**src/rtl/fetch_unit.sv**
```systemverilog
`timescale 1ns/1ps
// -----------------------------------------------------------------------------
// fetch_unit
//
// Instruction fetch stage. Owns the fetch PC (count), issues word-addressed
// requests to instruction memory under a credit limit, collects in-order
// responses of variable latency into a small instruction queue, and hands the
// queue head (instruction plus its PC) to decode over a valid/ready handshake.
// A redirect (taken branch / jump) reloads the PC, flushes the queue and marks
// every request still in flight as stale so its response is thrown away.
//
// Ports
//   clk1          sole clock, rising edge
//   reset         asynchronous, active-high reset
//   imem_req      request valid to instruction memory (combinational)
//   imem_addr     request word address (always equals count)
//   imem_gnt      memory accepts the request this cycle
//   imem_rvalid   response valid (in request order, >= 1 cycle after grant)
//   imem_rdata    response instruction word
//   instr_valid   queue head valid to decode
//   instr         queue head instruction
//   instr_pc      PC of the queue head
//   instr_ready   decode consumes the head this cycle
//   redirect      taken branch or jump this cycle
//   redirect_pc   new fetch PC
//   count         current fetch PC
// -----------------------------------------------------------------------------
module fetch_unit #(
    parameter int                 ADDR_W   = 8,
    parameter int                 DATA_W   = 32,
    parameter int                 DEPTH    = 2,
    parameter logic [ADDR_W-1:0]  RESET_PC = '0
) (
    input  logic              clk1,
    input  logic              reset,
    output logic              imem_req,
    output logic [ADDR_W-1:0] imem_addr,
    input  logic              imem_gnt,
    input  logic              imem_rvalid,
    input  logic [DATA_W-1:0] imem_rdata,
    output logic              instr_valid,
    output logic [DATA_W-1:0] instr,
    output logic [ADDR_W-1:0] instr_pc,
    input  logic              instr_ready,
    input  logic              redirect,
    input  logic [ADDR_W-1:0] redirect_pc,
    output logic [ADDR_W-1:0] count
);

    // Pointer width (DEPTH is a power of two, so pointers wrap naturally)
    // and counter width (must be able to hold the value DEPTH itself).
    localparam int            PW      = $clog2(DEPTH);
    localparam int            CW      = $clog2(DEPTH) + 1;
    localparam logic [CW:0]   CREDITS = (CW+1)'(DEPTH);

    // ---------------------------------------------------------------- state
    logic [ADDR_W-1:0] count_q, count_d;
    logic [CW-1:0]     outstanding_q, outstanding_d;
    logic [CW-1:0]     drop_q, drop_d;
    logic [CW-1:0]     occ_q, occ_d;
    logic [PW-1:0]     tag_wr_q, tag_wr_d;
    logic [PW-1:0]     tag_rd_q, tag_rd_d;
    logic [PW-1:0]     q_wr_q, q_wr_d;
    logic [PW-1:0]     q_rd_q, q_rd_d;
    logic [DATA_W-1:0] head_data_q, head_data_d;
    logic [ADDR_W-1:0] head_pc_q, head_pc_d;

    // PC tags of in-flight requests, and the instruction queue body.
    logic [ADDR_W-1:0] tag_mem    [DEPTH];
    logic [DATA_W-1:0] q_data_mem [DEPTH];
    logic [ADDR_W-1:0] q_pc_mem   [DEPTH];

    // ------------------------------------------------------------ handshakes
    logic [CW:0]       credit_sum;
    logic              gnt;
    logic              rsp;
    logic              push;
    logic              pop;
    logic [ADDR_W-1:0] tag_head;

    // Queued plus in-flight may never exceed DEPTH, so a push can never find
    // the queue full.
    assign credit_sum = {1'b0, occ_q} + {1'b0, outstanding_q};
    assign imem_req   = !reset && !redirect && (credit_sum < CREDITS);
    assign imem_addr  = count_q;
    assign count      = count_q;

    assign gnt      = imem_req && imem_gnt;
    // A response with nothing outstanding is a protocol error and is ignored.
    assign rsp      = imem_rvalid && (outstanding_q != '0);
    assign push     = rsp && (drop_q == '0) && !redirect;
    assign pop      = instr_valid && instr_ready && !redirect;
    assign tag_head = tag_mem[tag_rd_q];

    assign instr_valid = (occ_q != '0);
    assign instr       = head_data_q;
    assign instr_pc    = head_pc_q;

    // ------------------------------------------------------------ next state
    always_comb begin
        count_d       = count_q;
        outstanding_d = outstanding_q + CW'(gnt) - CW'(rsp);
        drop_d        = drop_q;
        tag_wr_d      = tag_wr_q + PW'(gnt);
        tag_rd_d      = tag_rd_q + PW'(rsp);
        q_wr_d        = q_wr_q;
        q_rd_d        = q_rd_q;
        occ_d         = occ_q;
        head_data_d   = head_data_q;
        head_pc_d     = head_pc_q;

        if (redirect) begin
            count_d = redirect_pc;
            // Everything still in flight after this edge belongs to the old
            // path; the tag FIFO keeps popping for those so it stays aligned.
            drop_d  = outstanding_d;
            q_rd_d  = q_wr_q;
            occ_d   = '0;
        end else begin
            if (gnt) begin
                count_d = count_q + ADDR_W'(1);
            end
            if (rsp && (drop_q != '0)) begin
                drop_d = drop_q - CW'(1);
            end
            q_wr_d = q_wr_q + PW'(push);
            q_rd_d = q_rd_q + PW'(pop);
            occ_d  = occ_q + CW'(push) - CW'(pop);

            // The head registers mirror the entry at the read pointer. If the
            // queue is empty after the pop, the only entry left is the one
            // arriving now, which is not yet in the array. When the queue
            // drains the head simply holds its last value.
            if (occ_d != '0) begin
                if (occ_q == CW'(pop)) begin
                    head_data_d = imem_rdata;
                    head_pc_d   = tag_head;
                end else begin
                    head_data_d = q_data_mem[q_rd_d];
                    head_pc_d   = q_pc_mem[q_rd_d];
                end
            end
        end
    end

    // ------------------------------------------------------------- registers
    always_ff @(posedge clk1 or posedge reset) begin
        if (reset) begin
            count_q       <= RESET_PC;
            outstanding_q <= '0;
            drop_q        <= '0;
            occ_q         <= '0;
            tag_wr_q      <= '0;
            tag_rd_q      <= '0;
            q_wr_q        <= '0;
            q_rd_q        <= '0;
            head_data_q   <= '0;
            head_pc_q     <= '0;
        end else begin
            count_q       <= count_d;
            outstanding_q <= outstanding_d;
            drop_q        <= drop_d;
            occ_q         <= occ_d;
            tag_wr_q      <= tag_wr_d;
            tag_rd_q      <= tag_rd_d;
            q_wr_q        <= q_wr_d;
            q_rd_q        <= q_rd_d;
            head_data_q   <= head_data_d;
            head_pc_q     <= head_pc_d;
        end
    end

    // Storage arrays need no reset: entries are only read once written.
    always_ff @(posedge clk1) begin
        if (gnt) begin
            tag_mem[tag_wr_q] <= count_q;
        end
        if (push) begin
            q_data_mem[q_wr_q] <= imem_rdata;
            q_pc_mem[q_wr_q]   <= tag_head;
        end
    end

endmodule

```
**config.mk**
```make
export PLATFORM = sky130hd
export DESIGN_NAME = fetch_unit
export DESIGN_NICKNAME = d
export VERILOG_FILES = /design/src/rtl/fetch_unit.sv
export SDC_FILE = /design/constraint.sdc
export NUM_CORES = 1
export LEC_CHECK = 0
export CAP_MARGIN = 20
export CORE_MARGIN = 8
export CORE_UTILIZATION = 45
export DETAILED_ROUTE_END_ITERATION = 8
export GPL_TIMING_DRIVEN = 0
export PLACE_DENSITY = 0.69
export SLEW_MARGIN = 20
export SYNTH_ARGS = -nofsm -noshare
export SYNTH_HDL_FRONTEND = slang
export SYNTH_SLANG_ARGS = --single-unit
```
**constraint.sdc**
```tcl
create_clock -name clk1 -period 3.2 [get_ports clk1]
set_clock_uncertainty 0.05 [all_clocks]
set_input_delay 0.64 -clock clk1 [delete_from_list [all_inputs] [get_ports clk1]]
set_output_delay 0.64 -clock clk1 [all_outputs]
set_load 0.05 [all_outputs]
```
# After elaboration in Yosys (flattened, before gate mapping)
# Memory sizes are Yosys's and may differ from the RTL's.
# Index checks and enable logic that the tools add are counted.
# Widths: inputs -> output; s select.
# word_totals
ff_bits	58
ram_bits	96
out_inout_bits	58
wordCells	58
memories	3
# memory_table
memory	words	word_bits	read_ports	rd_ports_with_merged_regs	write_ports	line_no	source
q_data_mem	2	32	1	0	1	70	logic [DATA_W-1:0] q_data_mem [DEPTH];
q_pc_mem	2	8	1	0	1	71	logic [ADDR_W-1:0] q_pc_mem [DEPTH];
tag_mem	2	8	1	0	1	69	logic [ADDR_W-1:0] tag_mem [DEPTH];
# classes
add_sub_neg	11
magnitude_cmp	1
eq_ne	1
mux	12
bitwise	1
n_reduce_logical	19
# ops
op	count
$mux 32	1
$mux 8	3
$reduce_bool 2->1	6
$logic_and 1x1->1	9
$add 8x1->8 const B	1
$mux 2	3
$mux 1	5
$add 1x1->1	4
$add 2x1->2	2
$sub 2x1->2	2
$add 2x2->3	1
$lt 3x2->1 const B	1
$eq 2x1->1	1
$logic_not 1->1	2
$logic_not 2->1	1
$reduce_and 2->1	1
$sub 2x1->2 const B	1
$not 1->1	1

# Longest topological paths before layout
# Gate-level depths: netlist (run 1).
# depth
word_depth	8
ltp_mapped	13
ltp_nobuf	11

# Worst setup path before layout (run 1)
# No wires, ideal clock.
# synth_path
path_kind	reg-to-reg
start	register outstanding_q[0]
end	register drop_q[1]
t_arrival_ns	3.221
t_required_ns	3.015
setup_slack_ns	-0.206
path_stages_with_launch	13
n_path_buf	1
period_less_slack_ns	3.406
cell_sequence	dfrtp_1 > and2_1 > fa_1 > nor4_2 > nand2_1 > buf_2 > ha_1 > inv_1 > ha_1 > xnor2_1 > xnor2_1 > nand2_1 > o21ai_0
# synth_between
elab_chain_len	7
word_cells_on_any_way	11
cone_classes	add/sub (3); order compare (1); mux (1); reduce/logical (6)
# synth_lines
element	line_no	source
start, declared	58	logic [CW-1:0] outstanding_q, outstanding_d;
start signal, assigned	161	outstanding_q <= outstanding_d;
$add 2x2->3	83	assign credit_sum = {1'b0, occ_q} + {1'b0, outstanding_q};
$lt 3x2->1	84	assign imem_req = !reset && !redirect && (credit_sum < CREDITS);
$logic_and 1x1->1	84	
via imem_req	36	output logic imem_req,
$logic_and 1x1->1	88	assign gnt = imem_req && imem_gnt;
$add 2x1->2	102	outstanding_d = outstanding_q + CW'(gnt) - CW'(rsp);
$sub 2x1->2	102	
via outstanding_d[1]	58	
$mux 2	112	if (redirect) begin
end signal, assigned	162	drop_q <= drop_d;
end, declared	59	logic [CW-1:0] drop_q, drop_d;
# The timed path passes the listed nets, and every way through them passes these cells.
# A chain may end at the register's enable or synchronous reset.

# Worst setup path after layout (run 1)
# layout_path
start	register outstanding_q[0]
end	output imem_req
# layout_between
elab_chain_len	3
# layout_lines
element	line_no
$add 2x2->3	83
$lt 3x2->1	84
$logic_and 1x1->1	84
end, declared	36
# Every way passes these cells.

==> flow_summary_export.csv, run 1 <==
group,metric,value,unit
floorplanning,die_area,18200,um^2
timing,fin_crit_sh,0.938,
logic_synthesis,yosysTopAreaCellShare,0.454,
drt,remaining_drc_errors,0,
drt,drt-total-wl,14.0,mm
setup_path,cp-start-kind,"flip-flop",
layout,final_util,0.596,
drt,wire_per_inst,16.6,um
layout,final_common_cell,"nand2_1",
layout,num_antenna_cells,0,
timing,rsz0062_at_grt,"no",
global_routing,gr-usage-all-layers,0.162,
drt,routed_via_density,5.16,
timing,setup_viol,0,
floorplanning,die_x,135,um
run_status,outcome,"complete, no violations",
logic_synthesis,postSynthNetCount,582,
layout,syn_to_final_growth,30.0,%
logic_synthesis,synth_cell_types,34,
clock_network,clkSinkCount,154,
logic_synthesis,yosys_register_bits,154,
setup_path,worstReg2RegStart,"outstanding_q[1]",
logic_synthesis,synthTopCellsByArea,"edfxtp_1 45%, dfrtp_1 23%, nand2_1 7.5%",
pwr,p_int,4.74,mW
pwr,cellLeakagePower,3.40,nW
setup_path,startpoint,"outstanding_q[0]",
global_routing,grt_max_degree,55,
job,cap_viol_max_count,0,
setup_path,cp_slowest_cell,"dlygate4sd2_1",
global_routing,grt_pass1_vias,4674,
clock_network,clk_pin_slew_worst_paths,60,ps
logic_synthesis,synth-edff-count,96,
placement,numPortBuffers,103,
timing,tightest_slew,549,ps
clock_network,clock_path_buffers,2,
floorplanning,floorplan.initialDensity,0.459,
setup_path,cpPeakStageDelay,570,ps
hold_path,hold_start,"instr_pc[7]",
logic_synthesis,muxShareOfSynthArea,0.0158,
pwr,power_density,939,nW/um^2
timing,drv_slew,0,
timing,hold_viol,0,
logic_synthesis,synth_async_sr_flop_share,0.377,
clock_network,cts_tree,"yes",
placement,gp_congestion,0.813,
layout,drive_gt1_frac,0.109,
placement,hpwl,9.76,mm
timing,fmax,333,MHz
global_routing,overflow,0,
global_routing,grt_pass1_wl,23.1,mm
logic_synthesis,synth_xor_area_frac,0.0146,
drt,drtPass1Iterations,4,
logic_synthesis,synth_fa_ha_area_frac,0.0229,
clock_network,post_cts_buffers,0,
logic_synthesis,syn_avg_cell_area,12.1,um^2
setup_path,path_cells,"and2_1 > fa_1 > nor4_4 > dlygate4sd2_1",
drt,vias,4354,
pwr,pwr-share-seq,0.360,
clock_network,hold_buffers,0,
pwr,pwr-share-clk,0.236,
clock_network,cts_max_level,4,
clock_network,clk_latency,410,ps
floorplanning,core-area,13800,um^2
layout,finalNetCount,707,
drt,ant_nets,0,
clock_network,cts_buffers,17,
pwr,peakVddDrop,475,uV
logic_synthesis,synth_top_cell_by_area,"edfxtp_1",
logic_synthesis,ys_seq_area_frac,0.683,
setup_path,cp-end-kind,"output pin",
floorplanning,num_io_pins,104,
logic_synthesis,syn_area,6340,um^2
logic_synthesis,postSynthCellCount,525,
logic_synthesis,synth_compound_area_frac,0.0933,
pwr,p_sw_frac,0.387,
logic_synthesis,synth_top_family_by_area,"simple AND/OR/NAND/NOR gates",
global_routing,grt_antenna_before_repair,0,
logic_synthesis,synthSimpleGateAreaFrac,0.133,
pwr,p_comb_frac,0.404,
timing,finalCriticalPeriod,3000,ps
floorplanning,placementRows,43,
floorplanning,die_h,135,um
timing,max-slew-margin-rel,0.633,
pwr,p_switching,3.00,mW
setup_path,path_class,"reg -> out",
clock_network,ctsResizeCount,3,
setup_path,critPathArrivalTime,2310,ps
drt,drtIter0Drc,221,
hold_path,hold_path.class,"reg -> reg",
timing,holdWs,429,ps
logic_synthesis,yosys_most_used_dff,"edfxtp_1",
setup_path,crit_fanout,3,
clock_network,cts-root-buf,"clkbuf_16",
logic_synthesis,yosys_warnings,0,
layout,fillers,1104,
layout,final_cell_mix,"126 x nand2_1, 101 x clkdlybuf4s50_1, 96 x edfxtp_1, 58 x dfrtp_1, 45 x o21ai_0",
setup_path,critPathRequiredTime,2510,ps
[path summary, 6_finish.rpt]
check / end / slack (ps) / cells after the start
max: imem_req / 200 / 4
min: instr_pc[7] / 430 / 1
max reg2reg: instr[25] / 320 / 13
min reg2reg: instr_pc[7] / 430 / 1
max in group asynchronous: instr[14] / 2150 / 3
min in group asynchronous: outstanding_q[0] / 470 / 2
[power groups by stage]
stage / Combinational, mW / Clock (mW) / Sequential [mW]
after floorplan: 1.25 / 0 / 3.64
after global placement: 3.06 / 0 / 2.81
after detailed placement: 3.15 / 0 / 2.83
after CTS: 3.16 / 1.86 / 2.79
after global routing: 3.39 / 1.95 / 2.83
final: 3.13 / 1.83 / 2.79
[through the flow]
stage	setup TNS [ps]	cell area (um^2)	power [mW]	cells	setup slack, ps
floorplan	0	6350	4.89	525	149
CTS	0	8230	7.82	843	16.7
finish	0	8240	7.74	843	198
global route	0	8240	8.17	843	86.0
global placement	-76850	7610	5.87	808	-650
detailed placement	-17700	7680	5.98	811	-510
[per-layer routing]
layer | wire length [um] | global-route usage | vias to the layer above
met1 | 6010 | 0.193 | 2110
li1 | - | - | 2097
met5 | 0 | 0 | -
met3 | 1020 | 0.0565 | 15
met4 | 163 | 0.0624 | 0
met2 | 6790 | 0.264 | 132
[cell type report]
| cell class | instances | area [um^2] | share of cell area |
|---|---|---|---|
| buffer | 37 | 196 | 0.0238 |
| clock buffer | 22 | 474 | 0.0575 |
| clock inverter | 10 | 73.8 | 0.00895 |
| inverter | 14 | 55.1 | 0.00668 |
| multi-input combinational | 320 | 1790 | 0.217 |
| sequential | 154 | 4330 | 0.526 |
| tap | 180 | 225 | 0.0273 |
| timing repair buffer | 106 | 1100 | 0.133 |
[registers in the layout, summed over array words and instances (netlist names)]
signal / count
count: 8
drop_q: 2
instr: 32
instr_pc: 8
occ_q: 2
outstanding_q: 2
q_data_mem: 64
q_pc_mem: 16
q_rd_q: 1
q_wr_q: 1
tag_mem: 16
tag_rd_q: 1
tag_wr_q: 1
[kinds of logic (layout without fill, tap and decap cells)]
logic type / count (synthesis) / in the layout
compound gates: 102 / 102
xor+xnor: 8 / 8
fa+ha+maj: 11 / 11
buf+inv: 51 / 189
flops: 154 / 154
mux: 9 / 9
simple gates: 190 / 190
[synthesized netlist by cell type (2+ instances only)]
cell      number
dfrtp_1       58
buf_2         13
a21o_1         9
o311ai_0       4
a311oi_1       8
nor2_1        17
a32oi_1        2
mux2_2         8
inv_1         13
edfxtp_1      96
ha_1          10
and3_1        34
nor2b_1        3
nand3_1        3
nand2_1      126
xnor2_1        5
and2_1         2
o21ai_0       45
o21ai_1       32
buf_4          8
clkbuf_1      16
[critical path, delay by kind of cell, from the launching register on]
kind / cells / cell delay (ps)
simple gates: 2 / 450
fa+ha+maj: 1 / 480
flops: 1 / 390
buf+inv: 1 / 570
Note: power is estimated with default switching activity, not from simulation.
==> run 2, diff against run 1 <==
CORE_UTILIZATION = 53   (was 45)
PLACE_DENSITY = 0.79   (was 0.69)
==> flow_summary_export.csv, run 2 (synthesized netlist as in run 1, its figures left out) <==
group,metric,value,unit
run_status,outcome,"complete, no violations",
layout,regMostFlops,"q_data_mem",
layout,drive_gt1_frac,0.115,
global_routing,overflow,0,
setup_path,cp-end-kind,"output pin",
floorplanning,num_io_pins,104,
setup_path,rr_endpoint,"instr[30]",
clock_network,cts_max_level,4,
layout,postLayoutCellArea,8250,um^2
clock_network,ctsResizeCount,3,
clock_network,cts_buffers,17,
setup_path,worstReg2RegStart,"outstanding_q[1]",
floorplanning,die_x,125,um
clock_network,hold_buffers,0,
timing,drv_slew,0,
job,cap_viol_max_count,0,
hold_path,hold_start,"instr_pc[3]",
layout,final_common_cell,"nand2_1",
clock_network,clkSinkCount,154,
setup_path,cp-start-kind,"flip-flop",
pwr,p_switching,3.14,mW
drt,wire_per_inst,17.8,um
clock_network,clk_latency,420,ps
drt,vias,4461,
drt,remaining_drc_errors,0,
placement,dp_cells,778,
pwr,pwr-share-seq,0.352,
global_routing,gr-usage-all-layers,0.189,
global_routing,grt_pass1_vias,4588,
timing,rsz0062_at_grt,"no",
layout,num_antenna_cells,0,
layout,final_cell_mix,"126 x nand2_1, 101 x clkdlybuf4s50_1, 96 x edfxtp_1, 58 x dfrtp_1, 45 x o21ai_0",
drt,drt-total-wl,14.4,mm
clock_network,clock_path_buffers,2,
setup_path,crit_fanout,3,
global_routing,grt_max_degree,54,
pwr,p_comb_frac,0.399,
floorplanning,core-area,11900,um^2
timing,hold_viol,0,
clock_network,cts_tree,"yes",
timing,fin_crit_sh,0.946,
floorplanning,die_area,15700,um^2
timing,finalCriticalPeriod,3030,ps
pwr,cellLeakagePower,3.40,nW
layout,syn_to_final_growth,30.1,%
placement,gp_congestion,0.805,
floorplanning,die_h,125,um
timing,fmax,330,MHz
setup_path,critPathArrivalTime,2340,ps
clock_network,clk_pin_slew_worst_paths,60,ps
layout,final_cells,810,
timing,setup_viol,0,
placement,dpl_cell_area,7660,um^2
setup_path,path_class,"reg -> out",
hold_path,hold_depth,1,
global_routing,grt_pass1_wl,23.3,mm
setup_path,critPathRequiredTime,2510,ps
drt,drtIter0Drc,321,
floorplanning,placementRows,40,
drt,ant_nets,0,
layout,finalNetCount,707,
drt,routed_via_density,5.51,
pwr,power,7.93,mW
placement,numPortBuffers,103,
pwr,p_sw_frac,0.396,
placement,hpwl,9.93,mm
timing,max-slew-margin-rel,0.570,
setup_path,r2r_slack,280,ps
global_routing,grt_antenna_before_repair,1,
pwr,p_int,4.79,mW
timing,tightest_slew,644,ps
floorplanning,floorplan.initialDensity,0.535,
pwr,peakVddDrop,410,uV
hold_path,hold_path.class,"reg -> reg",
drt,drtPass1Iterations,5,
clock_network,cts-root-buf,"clkbuf_16",
hold_path,hold_end,"instr_pc[3]",
pwr,power_density,961,nW/um^2
setup_path,reg2reg_depth,13,
layout,largest_register_ffs,64,
clock_network,post_cts_buffers,0,
pwr,pwr-share-clk,0.249,
run 2: changes by cell type in the layout (fill, tap and decap cells not counted), moves of 2 or more:
| cell | delta |
|---|---|
| clkinv_4 | +3 |
| clkinvlp_4 | +3 |
| clkbuf_8 | -3 |
| clkinv_1 | -3 |
| buf_16 | +2 |
| inv_6 | +5 |
| clkinv_2 | -4 |
| buf_12 | -2 |
| clkbuf_4 | -2 |
run 2: power groups by stage:
stage	sequential (mW)	combinational [mW]	clock [mW]
6_report	2.79	3.16	1.97
5_1_grt	2.83	3.41	2.09
4_1_cts	2.79	3.18	2.00
3_5_place_dp	2.83	3.16	0
3_3_place_gp	2.81	3.05	0
2_1_floorplan	3.64	1.25	0
run 2: worst max-delay path, cell delays in order (launching register included):
cell and delay (ps):
dfrtp_1 400, and2_1 180, fa_1 490, nor4_4 280, dlygate4sd2_1 570
run 2: layout make-up:
type,instances,area (um^2)
Timing Repair Buffer,106,1110
Buffer,37,190
Multi-Input combinational cell,320,1790
Inverter,14,55.1
Clock buffer,17,425
Sequential cell,154,4330
Fill cell,808,3610
Tap cell,147,184
Clock inverter,15,165
run 2: worst max-delay path by stage:
stage / startpoint / end / slack [ps] / cells after the start
after floorplan: outstanding_q[0] / drop_q[1] / 150 / 12
after global placement: redirect / q_data_mem[1][16] / -620 / 5
after detailed placement: redirect / instr[5] / -510 / 12
after CTS: redirect / instr[30] / 20 / 12
after global routing: imem_rvalid / instr[29] / 70 / 14
final: outstanding_q[0] / imem_req / 170 / 4
run 2: layer usage:
layer / part of all wire / up-vias / track usage
li1: - / 2089 / -
met1: 0.41 / 2169 / 0.214
met2: 0.49 / 184 / 0.317
met3: 0.086 / 17 / 0.0795
met4: 0.012 / 2 / 0.0638
met5: 0.00062 / - / 0
run 2: stage by stage:
stage,util,setup WS (ps),hold WS (ps),setup TNS [ps]
5_1_grt,0.696,65.5,443,0
2_1_floorplan,-,149,445,0
3_3_place_gp,0.638,-618,412,-72570
3_5_place_dp,0.646,-514,415,-17720
4_1_cts,0.695,19.6,429,0
6_report,0.696,174,427,0
